## config.mk

```make
export PLATFORM = sky130hd
export DESIGN_NAME = max_pool
export DESIGN_NICKNAME = d
export VERILOG_FILES = /design/src/rtl/max_pool.sv
export SDC_FILE = /design/constraint.sdc
export NUM_CORES = 1
export LEC_CHECK = 0
export CAP_MARGIN = 25
export CORE_MARGIN = 1
export CORE_UTILIZATION = 40
export DETAILED_ROUTE_END_ITERATION = 8
export SETUP_SLACK_MARGIN = 0.02
export SLEW_MARGIN = 20
export SYNTH_ARGS = -nofsm -noshare
export SYNTH_HDL_FRONTEND = slang
export SYNTH_SLANG_ARGS = --single-unit
```

## constraint.sdc

```tcl
create_clock -name clk -period 9.65 [get_ports clk]
set_input_delay 2.895 -clock clk [delete_from_list [all_inputs] [get_ports clk]]
set_output_delay 2.895 -clock clk [all_outputs]
set_load 0.02 [all_outputs]
```

## src/rtl/max_pool.sv

```systemverilog
// max_pool: 2x2 / stride-2 signed max pooling of two 26x26 int8 feature maps
// into two 13x13 maps stored back-to-back in the output memory.
// Input maps are read two image rows (13 words) at a time into local buffers.
// Output bytes are then written one per cycle with a one-hot byte strobe.
// Optional feature: define MAX_POOL_RELU_EN to clamp every pooled byte at zero.
module max_pool (
  input  logic        clk,
  input  logic        rst,
  input  logic        start,
  output logic        finish,
  output logic        M1_R_req,
  output logic        M2_R_req,
  output logic [31:0] M1_addr,
  output logic [31:0] M2_addr,
  input  logic [31:0] M1_R_data,
  input  logic [31:0] M2_R_data,
  output logic [3:0]  M1_W_req,
  output logic [3:0]  M2_W_req,
  output logic [31:0] M1_W_data,
  output logic [31:0] M2_W_data,
  output logic        M3_R_req,
  output logic [31:0] M3_addr,
  output logic [3:0]  M3_W_req,
  output logic [31:0] M3_W_data
);

  typedef enum logic [2:0] {
    IDLE,
    READ,
    POOL,
    NEXT,
    DONE
  } state_t;

  state_t state_q, state_d;
  logic [4:0]  cnt_q, cnt_d;
  logic [3:0]  r_q, r_d;
  logic        finish_q, finish_d;
  logic        rd_req_q, rd_req_d;
  logic [31:0] rd_addr_q, rd_addr_d;

  // Row-pair buffers: word k holds bytes 4k..4k+3 of rows 2r and 2r+1
  logic [12:0][31:0] buf1_q;
  logic [12:0][31:0] buf2_q;
  logic              buf_we;
  logic [3:0]        buf_idx;

  logic [31:0] row_base;
  logic [3:0]  pool_col;
  logic        pool_map;
  logic [12:0][31:0] pool_buf;
  logic [5:0]  j0, j1, j2, j3;
  logic [7:0]  pooled;
  logic [8:0]  out_byte;

  // Signed byte compare; on a tie either operand is the same value
  function automatic logic [7:0] smax(input logic [7:0] a, input logic [7:0] b);
    return ($signed(a) > $signed(b)) ? a : b;
  endfunction

  // Fetch byte j (0..51) of a row-pair buffer; byte 0 of a word is bits [31:24]
  function automatic logic [7:0] pick(input logic [12:0][31:0] b, input logic [5:0] j);
    return b[j[5:2]][{~j[1:0], 3'b000} +: 8];
  endfunction

  assign row_base = 32'(r_q) * 32'd13;

  // State and read-port registers; reset abandons any run in progress
  always_ff @(posedge clk or posedge rst) begin
    if (rst) begin
      state_q   <= IDLE;
      cnt_q     <= 5'd0;
      r_q       <= 4'd0;
      finish_q  <= 1'b0;
      rd_req_q  <= 1'b0;
      rd_addr_q <= 32'd0;
    end else begin
      state_q   <= state_d;
      cnt_q     <= cnt_d;
      r_q       <= r_d;
      finish_q  <= finish_d;
      rd_req_q  <= rd_req_d;
      rd_addr_q <= rd_addr_d;
    end
  end

  // Capture the word whose address was registered one edge earlier
  always_ff @(posedge clk) begin
    if (buf_we) begin
      buf1_q[buf_idx] <= M1_R_data;
      buf2_q[buf_idx] <= M2_R_data;
    end
  end

  // Sequencing: READ issues 13 addresses then waits one cycle for the last
  // word, POOL emits 26 bytes, NEXT advances the row pair
  always_comb begin
    state_d   = state_q;
    cnt_d     = cnt_q;
    r_d       = r_q;
    finish_d  = finish_q;
    rd_req_d  = rd_req_q;
    rd_addr_d = rd_addr_q;
    buf_we    = 1'b0;
    buf_idx   = cnt_q[3:0];
    case (state_q)
      IDLE: begin
        rd_req_d = 1'b0;
        if (start) begin
          finish_d  = 1'b0;
          r_d       = 4'd0;
          cnt_d     = 5'd0;
          rd_req_d  = 1'b1;
          rd_addr_d = 32'd0;
          state_d   = READ;
        end
      end
      READ: begin
        if (cnt_q <= 5'd12) begin
          buf_we = 1'b1;
        end
        if (cnt_q < 5'd12) begin
          rd_req_d  = 1'b1;
          rd_addr_d = row_base + 32'(cnt_q) + 32'd1;
        end else begin
          rd_req_d = 1'b0;
        end
        if (cnt_q == 5'd13) begin
          cnt_d   = 5'd0;
          state_d = POOL;
        end else begin
          cnt_d = cnt_q + 5'd1;
        end
      end
      POOL: begin
        if (cnt_q == 5'd25) begin
          cnt_d   = 5'd0;
          state_d = NEXT;
        end else begin
          cnt_d = cnt_q + 5'd1;
        end
      end
      NEXT: begin
        r_d = r_q + 4'd1;
        if (r_q == 4'd12) begin
          state_d = DONE;
        end else begin
          rd_req_d  = 1'b1;
          rd_addr_d = (32'(r_q) + 32'd1) * 32'd13;
          state_d   = READ;
        end
      end
      DONE: begin
        finish_d = 1'b1;
        state_d  = IDLE;
      end
      default: begin
        state_d = IDLE;
      end
    endcase
  end

  // Pooling datapath: even POOL cycles serve map 1, odd cycles map 2
  always_comb begin
    pool_col = cnt_q[4:1];
    pool_map = cnt_q[0];
    pool_buf = pool_map ? buf2_q : buf1_q;
    j0       = {1'b0, pool_col, 1'b0};
    j1       = j0 + 6'd1;
    j2       = j0 + 6'd26;
    j3       = j0 + 6'd27;
    pooled   = smax(smax(pick(pool_buf, j0), pick(pool_buf, j1)),
                    smax(pick(pool_buf, j2), pick(pool_buf, j3)));
`ifdef MAX_POOL_RELU_EN
    if (pooled[7]) begin
      pooled = 8'd0;
    end
`endif
    out_byte = (pool_map ? 9'd169 : 9'd0) + 9'(r_q) * 9'd13 + 9'(pool_col);
  end

  // Output memory port is only active in POOL, so reset silences it at once
  always_comb begin
    M3_addr   = 32'd0;
    M3_W_req  = 4'b0000;
    M3_W_data = 32'd0;
    if (state_q == POOL) begin
      M3_addr   = {23'd0, out_byte[8:2]};
      M3_W_req  = 4'b1000 >> out_byte[1:0];
      M3_W_data = {4{pooled}};
    end
  end

  assign finish    = finish_q;
  assign M1_R_req  = rd_req_q;
  assign M2_R_req  = rd_req_q;
  assign M1_addr   = rd_addr_q;
  assign M2_addr   = rd_addr_q;
  assign M1_W_req  = 4'b0000;
  assign M2_W_req  = 4'b0000;
  assign M1_W_data = 32'd0;
  assign M2_W_data = 32'd0;
  assign M3_R_req  = 1'b0;

endmodule

```

==> flow_summary.toml <==
[outcome]
status = "complete, no violations"

[cells_and_area]
nets = 2727
drive_gt1_share_pct = 24.5
synthToLayoutAreaGrowth_pct = 16.2
fin_cells = 3930
final_util_pct = 47.0

[drt]
antenna_left = 0
wire_per_inst_um = 27.5
via_per_inst = 5.73
drcViolationCount = 0
wl_um = 108000
dr.pass1.iters = 5
drt_iter0_drc = 2061
vias = 22500

[synthesis]
ys_warn_count = 0
synth_top_area_share_pct = 62.8
syn_area_um2 = 39800
synthArstFlopShare_pct = 2.69
synth_edf_count = 832
ys_ff_latch = 855
synth_cell_types = 83
synth_area_leaders = "edfxtp_1, mux4_2, mux2i_1"
syn_inst = 2337
synth-seq-area-share_pct = 64.2
synth_top_cell_by_area = "edfxtp_1"
synth_ff_type = "edfxtp_1"
synth_area_per_cell_um2 = 17.0

[global_route]
antenna_found_initial = 0
grt_use_total_pct = 21.1
grt_max_degree = 65
grt_pass1_wl_um = 157000
grt_pass1_vias = 23100
grt_overflow = 0

[sta]
setup_viol = 0
skew_ns = 0.0250
fin_crit_sh_pct = 98.2
max_freq_mhz = 105
fin_crit_ns = 9.48
slew_headroom_pct = 34.4
rsz0062_at_grt = "yes"
slew_violations = 0
worst_slew_pin_slew_ns = 0.979
hold_ws_ns = 0.556
hold_violations = 0
tns_ns = 0

[cts]
path_clk_slew_ns = 0.06
cts.path.max_buffers = 3
h-tree-depth = 3
clock-root-buffer = "clkbuf_16"
cts_tree = "done"
cts_sinks = 855
clock_latency_ns = 0.67
numCtsBuffers = 90

[pwr]
power_mw = 15.1
powerDensity_nw_per_um2 = 327
cellLeakagePower_nw = 15.7
vdd_drop_max_mv = 0.336

[placement]
gp_congestion = 0.934
dp_cells = 3731
numPortBuffers = 130
dp_hpwl_um = 68900

[critical_path]
crit_path_start_kind = "register"
end_kind = "output port"
worstSetupPathType = "register to output port"
cp_max_fo = 9
critical_path_required_ns = 6.76
arrival_ns = 6.59

[floorplan]
num_io_pins = 275
core_um2 = 98400
rows = 115
die_y_um = 317
dieArea_um2 = 101000
die_x_um = 317
start_util_pct = 40.4

[hold_path]
worstHoldPathType = "register to register"

[flow_run]
maxCapViolations = 0
==> cell families after synthesis <==
family | share of synthesized area (%)
flip-flops | 64.2
buffers and inverters | 5.90
AO/OA/AOI/OAI | 5.05
XOR/XNOR | 0.566
multiplexers | 17.5
other | 0.00942
AND/OR/NAND/NOR | 3.75
adder cells (fa/ha/maj) | 3.06
==> through the flow <==
step	setup slack [ns]	cell area (µm²)
6_report	0.169	46300
3_5_place_dp	-0.173	42600
5_1_grt	-0.0308	46300
3_3_place_gp	-0.177	42500
4_1_cts	0.0419	45800
2_1_floorplan	0.849	40300
==> state kept, by name, indices dropped and copies added, names as in the netlist <==
signal and flops:
buf2_q 416, cnt_q 5, buf1_q 416, state_q 3, finish 1, M1_R_req 1
M1_addr 9, r_q 4
==> worst max-delay path, stage by stage, from the launching register on <==
cell       delay [ns]
dfrtp_4          0.54
ha_4             0.20
buf_12           0.13
or3_1            0.57
buf_4            0.30
a311oi_1         0.47
o221ai_2         0.25
ha_1             0.24
a21o_1           0.19
a211oi_2         0.28
nand3_1          0.16
o2bb2ai_4        0.20
buf_4            0.17
mux2_2           0.27
ha_1             0.29
nand3_1          0.07
o21ai_0          0.18
a21oi_1          0.09
a21oi_1          0.24
nor2_2           0.13
and2_1           0.21
a211o_2          0.38
buf_4            0.17
clkbuf_2         0.15
==> placed cells by master (no fill, tap or decap), types with 19 or more instances in the layout <==
master and count:
edfxtp_1 832, mux4_2 228, conb_1 144, mux2i_1 136, buf_4 124, nand2_1 101, clkbuf_16 98, clkdlybuf4s50_1 98
ha_1 77, a21oi_1 73, nor2_1 62, inv_1 57, o21ai_0 38, nand3_1 36, o221ai_1 34, a22oi_1 27
mux2_2 26, buf_12 24, nor3_1 22, o22ai_1 21, clkbuf_2 21, clkbuf_1 19
==> path summary, 6_finish.rpt <==
path / slack, ns / startpoint / endpoint / cells after the start
min in group asynchronous: 2.56 / rst / M1_addr[0] / 2
setup reg to reg: 5.62 / r_q[0] / M1_addr[8] / 14
hold reg to reg: 0.56 / M1_addr[7] / M1_addr[7] / 2
setup / recovery: 0.17 / cnt_q[2] / M3_W_data[3] / 23
hold / removal: 0.56 / M1_addr[7] / M1_addr[7] / 2
max in group asynchronous: 6.63 / rst / cnt_q[0] / 3
==> routing by layer <==
metal	vias to the layer above	global-route usage, %	part of all wire (%)
met3	201	4.06	7.2
met5	-	0	0
met1	11800	28.5	41
li1	9526	-	-
met2	1018	34.2	48
met4	0	7.23	3.5
==> Yosys cell counts, types with 4 or more instances <==
cell type and count:
edfxtp_1 832, mux4_2 228, buf_4 187, mux2i_1 145, nand2_1 101, ha_1 78
nor2_1 77, a21oi_1 74, inv_1 57, buf_2 41, o21ai_0 41, nand3_1 37
o221ai_1 36, clkbuf_1 31, a22oi_1 28, buf_6 27, mux2_2 26, nor3_1 25
dfrtp_1 23, o22ai_1 22, nand2b_1 15, a21o_1 14, xnor2_1 14, nand4_1 13
nor2b_1 13, fa_1 12, buf_1 11, a211oi_1 8, xor2_1 8, a31oi_1 7
o211ai_1 7, and3_1 6, o21a_1 6, a211o_1 4, a22o_1 4, and2_1 4
==> where the power goes <==
group	leakage, nW	switching, mW	total (mW)	internal [mW]
logic	6.44	3.91	6.97	3.06
clock network	1.47	1.44	3.54	2.10
registers	7.81	0.151	4.62	4.47
total	15.7	5.50	15.1	9.63
==> cell type report <==
class,instances,area [µm²]
inverter,58,218
clock buffer,114,2430
tap,1287,1610
clock inverter,50,573
sequential,855,25600
fill,8323,52200
antenna,1,2.50
multi-input combinational,1267,12800
timing repair buffer,298,3080
==> repair_timing <==
action / 4_1_cts / 5_1_grt
resized for setup: 49 / 78
hold buffers: 0 / 0
pin swaps: 1 / 8
endpoints found under the setup margin: 32 / 32
setup buffers: 8 / 13
cloned: 1 / 5
Power figures use the tool's default switching activity.
